[config.mk]
export PLATFORM = sky130hd
export DESIGN_NAME = pipeline_ctrl
export DESIGN_NICKNAME = d
export VERILOG_FILES = /design/src/rtl/arm_pkg.sv /design/src/rtl/pctrl_hazard_detect.sv /design/src/rtl/pipeline_ctrl.sv
export SDC_FILE = /design/constraint.sdc
export NUM_CORES = 1
export LEC_CHECK = 0
export BUFFER_PORTS_ARGS = -buffer_cell sky130_fd_sc_hd__buf_4
export CORE_AREA = 2 2 131 133
export DETAILED_ROUTE_END_ITERATION = 16
export DIE_AREA = 0 0 133 135
export SLEW_MARGIN = 0
export SYNTH_ARGS = -nofsm -noshare
export SYNTH_HDL_FRONTEND = slang
export SYNTH_SLANG_ARGS = --single-unit
[constraint.sdc]
create_clock -name clk -period 4.5 [get_ports clk]
set_clock_uncertainty 0.1 [all_clocks]
set_input_delay 1.35 -clock clk [delete_from_list [all_inputs] [get_ports clk]]
set_output_delay 1.35 -clock clk [all_outputs]
set_load 0.03 [all_outputs]
[src/rtl/arm_pkg.sv]
// Shared types and constants for the ARM pipeline control slice.
package arm_pkg;

    typedef enum logic [1:0] {
        INIT     = 2'd0,
        RUN      = 2'd1,
        MEM_WAIT = 2'd2,
        HALT     = 2'd3
    } pctrl_state_t;

    localparam logic [3:0] REG_PC = 4'd15;

endpackage

[src/rtl/pctrl_hazard_detect.sv]
// Combinational RAW / load-use hazard term for the instruction sitting in ID.
module pctrl_hazard_detect
    import arm_pkg::*;
(
    input  logic       fwd_en,
    input  logic [3:0] src1_id,
    input  logic [3:0] src2_id,
    input  logic       two_src_id,
    input  logic [3:0] exe_dest,
    input  logic       exe_wb_en,
    input  logic       exe_mem_r_en,
    input  logic [3:0] mem_dest,
    input  logic       mem_wb_en,
    output logic       hz
);

    logic exe_match_s;
    logic mem_match_s;

    assign exe_match_s = (src1_id == exe_dest) | (two_src_id & (src2_id == exe_dest));
    assign mem_match_s = (src1_id == mem_dest) | (two_src_id & (src2_id == mem_dest));

    // With forwarding only a load in EXE cannot be bypassed in time.
    assign hz = fwd_en ? (exe_mem_r_en & exe_wb_en & exe_match_s)
                       : ((exe_wb_en & exe_match_s) | (mem_wb_en & mem_match_s));

endmodule

[src/rtl/pipeline_ctrl.sv]
// Pipeline sequencer: freeze/flush generation, post-reset hold, SRAM wait
// handling with timeout halt, and saturating performance counters.
module pipeline_ctrl
    import arm_pkg::*;
#(
    parameter int RESET_HOLD  = 4,
    parameter int MEM_TIMEOUT = 64,
    parameter int CNT_W       = 32
) (
    input  logic             clk,
    input  logic             rst,
    input  logic             fwd_en,
    input  logic [3:0]       src1_id,
    input  logic [3:0]       src2_id,
    input  logic             two_src_id,
    input  logic [3:0]       exe_dest,
    input  logic             exe_wb_en,
    input  logic             exe_mem_r_en,
    input  logic [3:0]       mem_dest,
    input  logic             mem_wb_en,
    input  logic             branch_taken,
    input  logic             mem_access,
    input  logic             mem_ready,
    output logic             freeze_pc,
    output logic             flush_if,
    output logic             flush_id,
    output logic             freeze_back,
    output logic             hazard,
    output logic             mem_timeout,
    output logic [CNT_W-1:0] stall_cnt,
    output logic [CNT_W-1:0] bubble_cnt,
    output logic [CNT_W-1:0] flush_cnt
);

    pctrl_state_t     state_r;
    pctrl_state_t     state_s;
    logic [3:0]       hold_cnt_r;
    logic [9:0]       wait_cnt_r;
    logic             mem_timeout_r;
    logic [CNT_W-1:0] stall_cnt_r;
    logic [CNT_W-1:0] bubble_cnt_r;
    logic [CNT_W-1:0] flush_cnt_r;
    logic             hz_s;
    logic             memstall_s;
    logic             br_flush_s;

    function automatic logic [CNT_W-1:0] sat_inc(input logic [CNT_W-1:0] v, input logic en);
        if (en && (v != {CNT_W{1'b1}})) begin
            return v + {{(CNT_W-1){1'b0}}, 1'b1};
        end else begin
            return v;
        end
    endfunction

    pctrl_hazard_detect u_hazard (
        .fwd_en       (fwd_en),
        .src1_id      (src1_id),
        .src2_id      (src2_id),
        .two_src_id   (two_src_id),
        .exe_dest     (exe_dest),
        .exe_wb_en    (exe_wb_en),
        .exe_mem_r_en (exe_mem_r_en),
        .mem_dest     (mem_dest),
        .mem_wb_en    (mem_wb_en),
        .hz           (hz_s)
    );

    assign memstall_s = mem_access & ~mem_ready;

    // Next-state and freeze/flush decode; stalled branches stay in EXE_Reg and apply on release.
    always_comb begin
        state_s     = state_r;
        freeze_pc   = 1'b0;
        flush_if    = 1'b0;
        flush_id    = 1'b0;
        freeze_back = 1'b0;
        hazard      = 1'b0;
        br_flush_s  = 1'b0;
        case (state_r)
            INIT: begin
                freeze_pc = 1'b1;
                flush_if  = 1'b1;
                flush_id  = 1'b1;
                if (hold_cnt_r == 4'(RESET_HOLD - 1)) begin
                    state_s = RUN;
                end else begin
                    state_s = INIT;
                end
            end
            RUN, MEM_WAIT: begin
                if ((state_r == RUN) ? memstall_s : ~mem_ready) begin
                    freeze_pc   = 1'b1;
                    freeze_back = 1'b1;
                    if (state_r == RUN) begin
                        state_s = MEM_WAIT;
                    end else if (wait_cnt_r == 10'(MEM_TIMEOUT - 1)) begin
                        state_s = HALT;
                    end else begin
                        state_s = MEM_WAIT;
                    end
                end else if (branch_taken) begin
                    flush_if   = 1'b1;
                    flush_id   = 1'b1;
                    br_flush_s = 1'b1;
                    state_s    = RUN;
                end else if (hz_s) begin
                    freeze_pc = 1'b1;
                    flush_id  = 1'b1;
                    hazard    = 1'b1;
                    state_s   = RUN;
                end else begin
                    state_s = RUN;
                end
            end
            HALT: begin
                freeze_pc   = 1'b1;
                freeze_back = 1'b1;
                state_s     = HALT;
            end
            default: begin
                state_s = INIT;
            end
        endcase
    end

    // State, hold/wait counters and sticky timeout flag.
    always_ff @(posedge clk) begin
        if (rst) begin
            state_r       <= INIT;
            hold_cnt_r    <= 4'd0;
            wait_cnt_r    <= 10'd0;
            mem_timeout_r <= 1'b0;
        end else begin
            state_r <= state_s;
            if ((state_r == INIT) && (state_s == INIT)) begin
                hold_cnt_r <= hold_cnt_r + 4'd1;
            end else begin
                hold_cnt_r <= 4'd0;
            end
            // Counts stall cycles already spent, including the one that entered MEM_WAIT.
            if (state_s == MEM_WAIT) begin
                wait_cnt_r <= wait_cnt_r + 10'd1;
            end else begin
                wait_cnt_r <= 10'd0;
            end
            if (state_s == HALT) begin
                mem_timeout_r <= 1'b1;
            end else begin
                mem_timeout_r <= mem_timeout_r;
            end
        end
    end

    // Saturating performance counters.
    always_ff @(posedge clk) begin
        if (rst) begin
            stall_cnt_r  <= {CNT_W{1'b0}};
            bubble_cnt_r <= {CNT_W{1'b0}};
            flush_cnt_r  <= {CNT_W{1'b0}};
        end else begin
            stall_cnt_r  <= sat_inc(stall_cnt_r, freeze_back);
            bubble_cnt_r <= sat_inc(bubble_cnt_r, hazard);
            flush_cnt_r  <= sat_inc(flush_cnt_r, br_flush_s);
        end
    end

    assign mem_timeout = mem_timeout_r;
    assign stall_cnt   = stall_cnt_r;
    assign bubble_cnt  = bubble_cnt_r;
    assign flush_cnt   = flush_cnt_r;

endmodule

==> results of run 1 <==
## repair_timing
item,4_1_cts,5_1_grt
gates resized for setup,0,1
hold endpoints to repair,0,0
endpoints found under the setup margin,0,1
## logic make-up (layout without fill, tap and decap cells)
group / count (synthesis) / in the layout
simple gates: 364 / 364
flops: 113 / 113
xor+xnor: 77 / 77
compound gates: 61 / 61
buf+inv: 41 / 182
mux: 20 / 20
fa+ha+maj: 10 / 10
## worst max path at each step
stage          cells after the start       end  slack, ns
6_report                           9  flush_id       0.13
5_1_grt                           10  flush_id       0.01
4_1_cts                            9  flush_id       0.03
3_5_place_dp                       9  flush_id       0.04
3_3_place_gp                       9  flush_id       0.07
2_1_floorplan                      6  flush_id      0.003
## power by group
part / total [W] / internal [W] / leakage [nW] / switching, W
clock network: 0.00149 / 0.00102 / 0.319 / 0.000466
logic: 0.0000978 / 0.0000394 / 1.70 / 0.0000584
registers: 0.00101 / 0.00101 / 0.910 / 0.00000344
total: 0.00259 / 0.00207 / 2.93 / 0.000527
## area by class of cell
| class | instances | area, um^2 |
|---|---|---|
| multi-input combinational | 532 | 3290 |
| clock inverter | 10 | 181 |
| tap | 220 | 275 |
| sequential | 113 | 2260 |
| inverter | 15 | 56.3 |
| fill | 1621 | 8850 |
| clock buffer | 21 | 470 |
| timing repair buffer | 136 | 1020 |
## sequential cells by signal, indices dropped and copies added, names as in the netlist
register	cells
stall_cnt	32
mem_timeout	1
hold_cnt_r	4
flush_cnt	32
bubble_cnt	32
wait_cnt_r	10
state_r	2
## routing by layer
| layer | up-vias | GRT usage | wire (um) | share of wire |
|---|---|---|---|---|
| li1 | 2668 | - | - | - |
| met1 | 2438 | 0.217 | 6790 | 0.48 |
| met2 | 128 | 0.250 | 6340 | 0.45 |
| met3 | 13 | 0.0518 | 936 | 0.066 |
| met4 | 0 | 0.0502 | 167 | 0.012 |
| met5 | - | 0 | 0 | 0 |
## per-stage QoR
stage / area, um^2 / instances / worst slack (ns) / power, W / hold WS [ns]
floorplan: 5690 / 686 / 0.00269 / 0.00109 / 0.318
global placement: 6900 / 1016 / 0.0718 / 0.00113 / 0.334
detailed placement: 6900 / 1016 / 0.0387 / 0.00113 / 0.339
CTS: 7550 / 1047 / 0.0311 / 0.00262 / 0.351
global route: 7560 / 1047 / 0.0134 / 0.00268 / 0.367
finish: 7560 / 1047 / 0.129 / 0.00259 / 0.344
## worst max-delay path, cell delays in order
cell      delay, ns
buf_4          0.11
nor2b_1        0.18
nand3_1        0.12
o41ai_2        0.22
buf_4          0.17
a311oi_4       0.04
or4_1          0.47
o21ai_1        0.09
buf_4          0.17
## synth_stat cells (all sizes together) (2+ instances only)
cell	n	area, um^2
o31a	2	17.5
dfxtp	113	2260
nand2	47	176
nor3b	2	15.0
clkbuf	24	90.1
xor2	55	482
and3	16	100
and4	11	98.8
or3	25	156
nand3	37	185
nor4b	2	17.5
a311oi	2	23.8
nor2	108	405
nor3	20	100
inv	15	56.3
a21oi	23	115
ha	10	125
o211ai	2	15.0
o21ai	25	125
or2	2	12.5
o31ai	2	15.0
and2	6	37.5
mux2	19	214
or4	10	75.1
nor4	19	125
nor2b	21	131
nand2b	2	12.5
buf	2	10.0
xnor2	22	193
nand4	34	228
==> results.py, run 1 <==
metrics = {
    "floorplanning": {
        "fp.dieW_um": 133,
        "num_rows": 47,
        "die-height_um": 135,
        "core_um2": 16400,
        "die_area_um2": 18000,
        "io_pins": 128,
        "start_util": 0.347,
    },
    "worst_setup_path": {
        "cp-startpoint": "fwd_en",
        "criticalPathCategory": "input pin to output pin",
        "cp.required_ns": 3.05,
        "reg2reg_to": "bubble_cnt[26]",
        "startpoint_type": "input pin",
        "timing.rr.start": "state_r[1]",
        "cp_data_arrival_time_ns": 2.92,
        "crit_fanout": 2,
        "rrSetupSlack_ns": 1.64,
        "r2r.worst_path.cells": 11,
        "endpoint_kind": "output pin",
    },
    "global_routing": {
        "grt_pass1_wl_um": 23800,
        "grt_max_degree": 67,
        "grt_antenna_before_repair": 0,
        "grt_use_total": 0.162,
        "grt_pass1_vias": 4768,
        "gr-total-overflow": 0,
    },
    "clock_tree": {
        "clk_path_buf_depth": 2,
        "postCtsHoldBufs": 0,
        "clk_latency_ns": 0.41,
        "root_buffer": "clkbuf_16",
        "cts_buffers": 17,
        "ctsHtreeMaxLevel": 4,
        "clkTransAtPathRegs_ns": 0.05,
        "cts_setup_buffers": 0,
        "clock_sinks": 113,
        "cts_tree": "built",
    },
    "final_layout": {
        "mostFrequentLayoutCells": "buf_4 (136), dfxtp_1 (113), nor2_1 (108)",
        "drive_gt1_frac": 0.233,
        "area_growth_pct": 32.8,
        "final_core_util": 0.461,
        "layout_commonest_cell": "buf_4",
        "fin_nets": 851,
        "antennaDiodeCount": 0,
    },
    "synthesis": {
        "synth.avg_cell_area_um2": 8.30,
        "syn_nets": 722,
        "yosys_warnings": 0,
        "synth_cell_types": 42,
        "synth_top_family_by_area": "simple AND/OR/NAND/NOR gates",
        "ys_seq_area_frac": 0.398,
        "synth_flop_cell": "dfxtp_1",
        "synthSimpleGateAreaFrac": 0.333,
        "synth-seq-cells": 113,
        "synth_edf_count": 0,
        "syn_area_um2": 5690,
        "synth.area.mux_share": 0.0394,
        "synth_fa_ha_area_frac": 0.0220,
        "postSynthCellCount": 686,
        "synth_compound_area_frac": 0.0622,
        "async_flop_share": 0,
        "synth-xor-area-share": 0.119,
    },
    "drt": {
        "routed_via_density": 5.01,
        "drt-pass1-iter-count": 4,
        "wl_um": 14200,
        "first_iter_violations": 221,
        "drt.antenna.violating_nets": 0,
        "dr_total_vias": 5247,
        "post_drt_wl_per_cell_um": 13.6,
        "drcViolationCount": 0,
    },
    "timing": {
        "maxSlewHeadroom": 0.532,
        "period_share": 0.971,
        "fmax_mhz": 229,
        "maxSlewViolCount": 0,
        "rsz0062_at_grt": "false",
        "min_period_ns": 4.37,
        "hold_viol": 0,
        "setup_tns_ns": 0,
        "finalSetupViolCount": 0,
        "worstMarginPinSlew_ns": 0.699,
    },
    "placement": {
        "dp_hpwl_um": 10200,
        "port_buffers": 127,
        "place.gp.congestion": 0.760,
    },
    "pwr": {
        "p_leak_nw": 2.93,
        "power_per_cell_area_nw_per_um2": 343,
        "ir_drop_mv": 0.253,
    },
    "min_path": {
        "hold_end": "hold_cnt_r[0]",
        "hp-class": "register to register",
        "worst_hold_path.num_cells": 1,
        "holdCritStartpoint": "hold_cnt_r[0]",
    },
    "run_status": {
        "status": "finished clean",
    },
    "flow_run": {
        "maxCapViolations": 0,
    },
}
Note: power is estimated with default switching activity, not from simulation.
==> run 2, diff against run 1 <==
--- a/config.mk
+++ b/config.mk
@@ -5,10 +5,14 @@
 export SDC_FILE = /design/constraint.sdc
 export NUM_CORES = 1
 export LEC_CHECK = 0
+export ABC_AREA = 1
 export BUFFER_PORTS_ARGS = -buffer_cell sky130_fd_sc_hd__buf_4
-export CORE_AREA = 2 2 131 133
+export CELL_PAD_IN_SITES_DETAIL_PLACEMENT = 1
+export CELL_PAD_IN_SITES_GLOBAL_PLACEMENT = 2
+export CORE_AREA = 2 2 154 156
 export DETAILED_ROUTE_END_ITERATION = 16
-export DIE_AREA = 0 0 133 135
+export DIE_AREA = 0 0 156 158
+export PLACE_DENSITY_LB_ADDON = 0.1
 export SLEW_MARGIN = 0
 export SYNTH_ARGS = -nofsm -noshare
 export SYNTH_HDL_FRONTEND = slang
==> run 2 against run 1 <==
  * Count of clock-buffer cells in the layout up 3
  * Design area up 14%
  * Setup slack better by 0.39 ns
  * Area after synthesis up 20%
  * Die area up 37%
  * Register-to-register slack better by 0.18 ns
  * Maximum frequency up 9.8%
  * Sequential power about the same
  * Clock power down 3%
  * Combinational power down 6.7%
  * Wire length up 58%
  * Largest cell class unchanged
  * Highest routed layer unchanged
==> results.py, run 2 <==
metrics = {
    "run_status": {
        "status": "finished clean",
    },
    "final_layout": {
        "nFillCells": 2989,
        "final_core_util": 0.374,
        "area_growth_pct": 26.1,
        "layout_commonest_cell": "nand2_1",
        "multi_input_area_um2": 4010,
        "mostFrequentLayoutCells": "nand2_1 (335), buf_4 (132), nor2_1 (120)",
        "antennaDiodeCount": 0,
        "ff_latch_area_um2": 2260,
        "fin_nets": 1202,
        "fin_cells": 1466,
        "drive_gt1_frac": 0.165,
    },
    "worst_setup_path": {
        "reg2reg_to": "flush_cnt[28]",
        "cpLargestDelayFamily": "simple AND/OR/NAND/NOR gates",
        "path_buf_inv": 3,
        "critical_path.most_common_cell": "nand2_1",
        "cp_slowest_stage_delay_ns": 0.19,
        "path_cells": "buf_4 -> xor2_1 -> nor2_1 -> nand2_1 -> nand2_1 -> nand2_1 -> nand2_1 -> nand3_2 -> inv_1 -> buf_4",
        "timing.rr.start": "flush_cnt[1]",
        "cp_data_arrival_time_ns": 2.53,
        "crit_fanout": 4,
        "criticalPathCategory": "input pin to output pin",
        "endpoint_kind": "output pin",
        "critical_path_depth": 10,
        "rrSetupSlack_ns": 1.82,
        "cpMaxStageDelayCell": "nand3_2",
        "r2r.worst_path.cells": 12,
        "startpoint_type": "input pin",
        "cp.required_ns": 3.05,
    },
    "global_routing": {
        "gr-total-overflow": 0,
        "grt_antenna_before_repair": 0,
        "grt_pass1_vias": 6635,
        "use_met1": 0.257,
        "top_usage_layer": "met2",
        "use_met2": 0.300,
        "grt_max_degree": 49,
        "grt_util_met3": 0.0348,
        "grt_use_total": 0.187,
        "grt_pass1_wl_um": 35900,
    },
    "synthesis": {
        "synth.avg_cell_area_um2": 6.56,
        "postSynthCellCount": 1042,
        "synthTopCellsByCount": "nand2_1 (335), nor2_1 (120), dfxtp_1 (113), inv_1 (99), a21oi_1 (80)",
        "synth_cell_types": 35,
        "syn_area_um2": 6830,
        "synth-seq-cells": 113,
        "synth_flop_cell": "dfxtp_1",
        "synth_top_area_share": 0.331,
        "synth_area_leaders": "dfxtp_1 (33%), nand2_1 (18%), xor2_1 (6.7%)",
        "yosys_warnings": 0,
        "ys_seq_area_frac": 0.331,
        "synth.most_common_cell": "nand2_1",
        "async_flop_share": 0,
        "synth_edf_count": 0,
        "syn_nets": 1078,
        "yosys.area.top_type": "dfxtp_1",
    },
    "flow_run": {
        "maxCapViolations": 0,
    },
    "drt": {
        "post_drt_wl_per_cell_um": 15.3,
        "drt.antenna.violating_nets": 0,
        "routed_via_density": 4.71,
        "wl_um": 22500,
        "first_iter_violations": 278,
        "dr_total_vias": 6907,
        "drt-pass1-iter-count": 4,
        "drcViolationCount": 0,
    },
    "clock_tree": {
        "cts_setup_buffers": 0,
        "cts_tree": "built",
        "clock_sinks": 113,
        "clk_path_buf_depth": 2,
        "clk_latency_ns": 0.42,
        "ctsHtreeMaxLevel": 4,
        "postCtsHoldBufs": 0,
        "clkTransAtPathRegs_ns": 0.05,
        "root_buffer": "clkbuf_16",
        "cts_buffers": 17,
        "cts_resized": 0,
    },
    "floorplanning": {
        "start_util": 0.296,
        "io_pins": 128,
        "die_area_um2": 24600,
        "num_rows": 56,
        "core_um2": 23100,
        "die-height_um": 158,
        "fp.dieW_um": 156,
    },
    "pwr": {
        "ir_drop_mv": 0.189,
        "power_w": 0.00254,
        "power_per_cell_area_nw_per_um2": 294,
        "p_leak_nw": 3.42,
    },
    "timing": {
        "maxSlewHeadroom": 0.408,
        "rsz0062_at_grt": "false",
        "min_period_ns": 3.98,
        "worstMarginPinSlew_ns": 0.887,
        "hold_viol": 0,
        "period_share": 0.884,
        "setup_tns_ns": 0,
        "maxSlewViolCount": 0,
        "finalSetupViolCount": 0,
        "fmax_mhz": 251,
    },
    "placement": {
        "placed_cells": 1437,
        "port_buffers": 127,
        "place.gp.congestion": 0.808,
        "dp_hpwl_um": 16800,
    },
    "min_path": {
        "holdCritStartpoint": "wait_cnt_r[0]",
        "hold_end": "wait_cnt_r[0]",
        "hp-class": "register to register",
        "worst_hold_path.num_cells": 1,
    },
}
## run 2: changes by cell type in the layout (fill, tap and decap cells not counted), sizes merged, moves of 14 or more
cell,delta
or3,-25
a21oi,+64
nand2,+293
inv,+87
mux2,-19
nor2b,-21
and3,-14
nor3,+32
nor2,+18
## run 2: worst reg2reg max path, delay by kind of cell (launching register included)
kind | cells | cell delay, ns
AOI/OAI and AO/OA | 1 | 0.06
adders and majority gates | 1 | 0.23
buffers and inverters | 3 | 0.80
DFF | 1 | 0.40
and+or+nand+nor | 7 | 0.93
## run 2: layer usage
metal  share of wire  vias up  wire (um)
met2            0.46       88      10200
met4           0.011        0        244
met5               0        -          0
met3           0.027       22        610
li1                -     3580          -
met1            0.51     3217      11400
## run 2: area by class of cell
type | instances | share of cell area
tap | 290 | 0.0421
clock buffer | 24 | 0.0594
multi-input combinational | 800 | 0.465
sequential | 113 | 0.263
clock inverter | 5 | 0.0116
inverter | 102 | 0.0444
timing repair buffer | 132 | 0.115
## run 2: cells by family after synthesis
group | after synthesis | share of synthesized area
flops | 113 | 0.331
fa+ha+maj | 10 | 0.0183
buf+inv | 129 | 0.0826
xor+xnor | 79 | 0.101
simple gates | 599 | 0.380
compound gates | 112 | 0.0866
## run 2: worst max-delay path by stage
stage	to	slack, ns	start
after floorplan	flush_id	0.63	exe_dest[1]
after global placement	hazard	0.50	exe_dest[1]
after detailed placement	hazard	0.48	exe_dest[1]
after CTS	hazard	0.47	exe_dest[1]
after global routing	hazard	0.35	exe_dest[1]
final	hazard	0.52	exe_dest[1]
## run 2: through the flow
stage	instance area [um^2]	hold slack [ns]	worst slack [ns]
5_1_grt	8620	0.364	0.348
3_3_place_gp	8010	0.331	0.504
6_report	8620	0.346	0.521
4_1_cts	8620	0.352	0.471
2_1_floorplan	6830	0.318	0.635
3_5_place_dp	8010	0.339	0.480
## run 2: power breakdown
part	internal (W)	switching, W
Combinational	0.0000353	0.0000560
Clock	0.000948	0.000487
Sequential	0.00101	0.00000378
Total	0.00199	0.000547
==> run 3, diff against run 2 <==
--- a/config.mk
+++ b/config.mk
@@ -9,9 +9,10 @@
 export BUFFER_PORTS_ARGS = -buffer_cell sky130_fd_sc_hd__buf_4
 export CELL_PAD_IN_SITES_DETAIL_PLACEMENT = 1
 export CELL_PAD_IN_SITES_GLOBAL_PLACEMENT = 2
-export CORE_AREA = 2 2 154 156
+export CORE_AREA = 2 2 152 154
+export CTS_BUF_LIST = sky130_fd_sc_hd__clkbuf_2
 export DETAILED_ROUTE_END_ITERATION = 16
-export DIE_AREA = 0 0 156 158
+export DIE_AREA = 0 0 154 156
 export PLACE_DENSITY_LB_ADDON = 0.1
 export SLEW_MARGIN = 0
 export SYNTH_ARGS = -nofsm -noshare
==> run 3 against run 2 <==
  * Final cell count decreased by 0.20%
  * Critical path depth grew 2
  * Worst hold slack improved by 0.011 ns
  * Non-clock buffer count fell by 1
  * Count of clock-buffer cells in the layout down 2
  * Global-route usage is 0.35 points higher
  * Design area is 5.2% lower
  * Maximum frequency shrank 0.33%
  * Die area fell by 2.5%
  * Critical path type unchanged
==> results.py, run 3 (same netlist as run 2, synthesis figures left out) <==
metrics = {
    "run_status": {
        "status": "finished clean",
    },
    "worst_setup_path": {
        "crit_fanout": 4,
        "r2r.worst_path.cells": 13,
        "cp_slowest_stage_delay_ns": 0.24,
        "startpoint_type": "input pin",
        "rrSetupSlack_ns": 1.76,
        "criticalPathCategory": "input pin to output pin",
        "reg2reg_to": "flush_cnt[19]",
        "cpMaxStageDelayCell": "o21ai_0",
        "critical_path.most_common_cell": "nand2_1",
        "path_cells": "buf_4 -> inv_1 -> nand2_1 -> nand2_1 -> nor2_1 -> nand3_1 -> nand2_1 -> nand2_1 -> nand2_1 -> o21ai_0 -> a21oi_1 -> buf_4",
        "cp.required_ns": 3.05,
        "endpoint_kind": "output pin",
        "timing.rr.start": "flush_cnt[0]",
        "cp_data_arrival_time_ns": 2.54,
    },
    "final_layout": {
        "mostFrequentLayoutCells": "nand2_1 (335), buf_4 (131), nor2_1 (120)",
        "drive_gt1_frac": 0.163,
        "nFillCells": 2952,
        "ff_latch_area_um2": 2260,
        "layout_commonest_cell": "nand2_1",
        "multi_input_area_um2": 4010,
        "area_growth_pct": 19.6,
        "fin_nets": 1201,
    },
    "pwr": {
        "netSwitchingFraction": 0.271,
        "p_seq_frac": 0.595,
        "p_leak_nw": 3.23,
        "p_comb_frac": 0.053,
        "power_w": 0.00170,
        "ir_drop_mv": 0.0994,
        "clockPowerShare": 0.352,
        "p_sw_w": 0.000460,
        "power_per_cell_area_nw_per_um2": 208,
        "p_int_w": 0.00124,
    },
    "global_routing": {
        "grt_use_total": 0.190,
        "grt_max_degree": 51,
        "grt_antenna_before_repair": 1,
        "grt_pass1_wl_um": 36600,
        "gr-total-overflow": 0,
        "grt_pass1_vias": 6992,
    },
    "floorplanning": {
        "die_area_um2": 24000,
        "num_rows": 55,
        "io_pins": 128,
        "core_um2": 22400,
        "start_util": 0.306,
        "fp.dieW_um": 154,
        "die-height_um": 156,
    },
    "clock_tree": {
        "ctsHtreeMaxLevel": 4,
        "cts_tree": "built",
        "root_buffer": "clkbuf_2",
        "cts_resized": 0,
        "clk_latency_ns": 0.69,
        "postCtsHoldBufs": 0,
        "clkTransAtPathRegs_ns": 0.15,
        "clock_sinks": 113,
        "cts_buffers": 17,
        "clk_path_buf_depth": 2,
        "cts_setup_buffers": 0,
    },
    "placement": {
        "place.gp.congestion": 0.803,
        "dp_hpwl_um": 16800,
        "port_buffers": 127,
    },
    "timing": {
        "setup_tns_ns": 0,
        "period_share": 0.887,
        "rsz0062_at_grt": "false",
        "maxSlewViolCount": 0,
        "maxSlewHeadroom": 0.403,
        "fmax_mhz": 250,
        "min_period_ns": 3.99,
        "hold_viol": 0,
        "worstMarginPinSlew_ns": 0.895,
        "finalSetupViolCount": 0,
        "whs_ns": 0.357,
    },
    "drt": {
        "highest_layer": "met4",
        "wl_um": 21900,
        "met2WireLength_um": 10000,
        "wl_met3_um": 649,
        "met1_length_um": 11000,
        "drt.antenna.violating_nets": 0,
        "routed_via_density": 4.71,
        "first_iter_violations": 253,
        "dr_total_vias": 6887,
        "post_drt_wl_per_cell_um": 15.0,
        "drcViolationCount": 0,
        "drt-pass1-iter-count": 4,
    },
    "min_path": {
        "holdCritStartpoint": "wait_cnt_r[0]",
        "hp-class": "register to register",
        "hold_end": "wait_cnt_r[0]",
        "worst_hold_path.num_cells": 1,
    },
    "flow_run": {
        "maxCapViolations": 0,
    },
}
## run 3: cell count changes in the layout (fill, tap and decap cells not counted), moves of 2 or more
cell	change
bufinv_16	-2
clkbuf_2	+22
clkbuf_16	-17
clkbuf_8	-6
clkinv_1	+4
## run 3: critical path, delay by kind of cell
kind / cells / cell delay (ns)
compound gates: 2 / 0.36
simple gates: 7 / 0.44
buf+inv: 3 / 0.37
## run 3: metrics by stage
stage	cell area, um^2	setup slack, ns	cells	util
final	8170	0.508	1463	0.365
after global routing	8170	0.274	1463	0.365
after CTS	8170	0.449	1462	0.365
after detailed placement	7990	0.460	1431	0.357
after global placement	7990	0.477	1431	0.357
after floorplan	6830	0.635	1042	-
## run 3: routing by layer
metal / GRT usage / vias up
li1: - / 3581
met1: 0.260 / 3195
met4: 0.0485 / 0
met2: 0.313 / 96
met5: 0 / -
met3: 0.0294 / 15
## run 3: how the worst max path moves through the flow
| stage | from | to | slack (ns) |
|---|---|---|---|
| floorplan | exe_dest[1] | flush_id | 0.63 |
| global placement | src2_id[0] | flush_id | 0.48 |
| detailed placement | src2_id[0] | flush_id | 0.46 |
| CTS | src2_id[0] | flush_id | 0.45 |
| global route | exe_dest[3] | flush_id | 0.27 |
| finish | src2_id[0] | flush_id | 0.51 |
## run 3: area by class of cell
type	count	area share
antenna	1	0.000306
sequential	113	0.277
clock buffer	22	0.0135
timing repair buffer	131	0.120
multi-input combinational	800	0.490
clock inverter	9	0.00827
inverter	102	0.0469
tap	285	0.0436
## run 3: power groups by stage
stage                     Sequential, W  Clock, W  Combinational [W]
after floorplan                 0.00103         0          0.0000542
after global placement          0.00103         0          0.0000916
after detailed placement        0.00103         0          0.0000928
after CTS                       0.00101  0.000636          0.0000932
after global routing            0.00101  0.000673           0.000105
final                           0.00101  0.000598          0.0000906
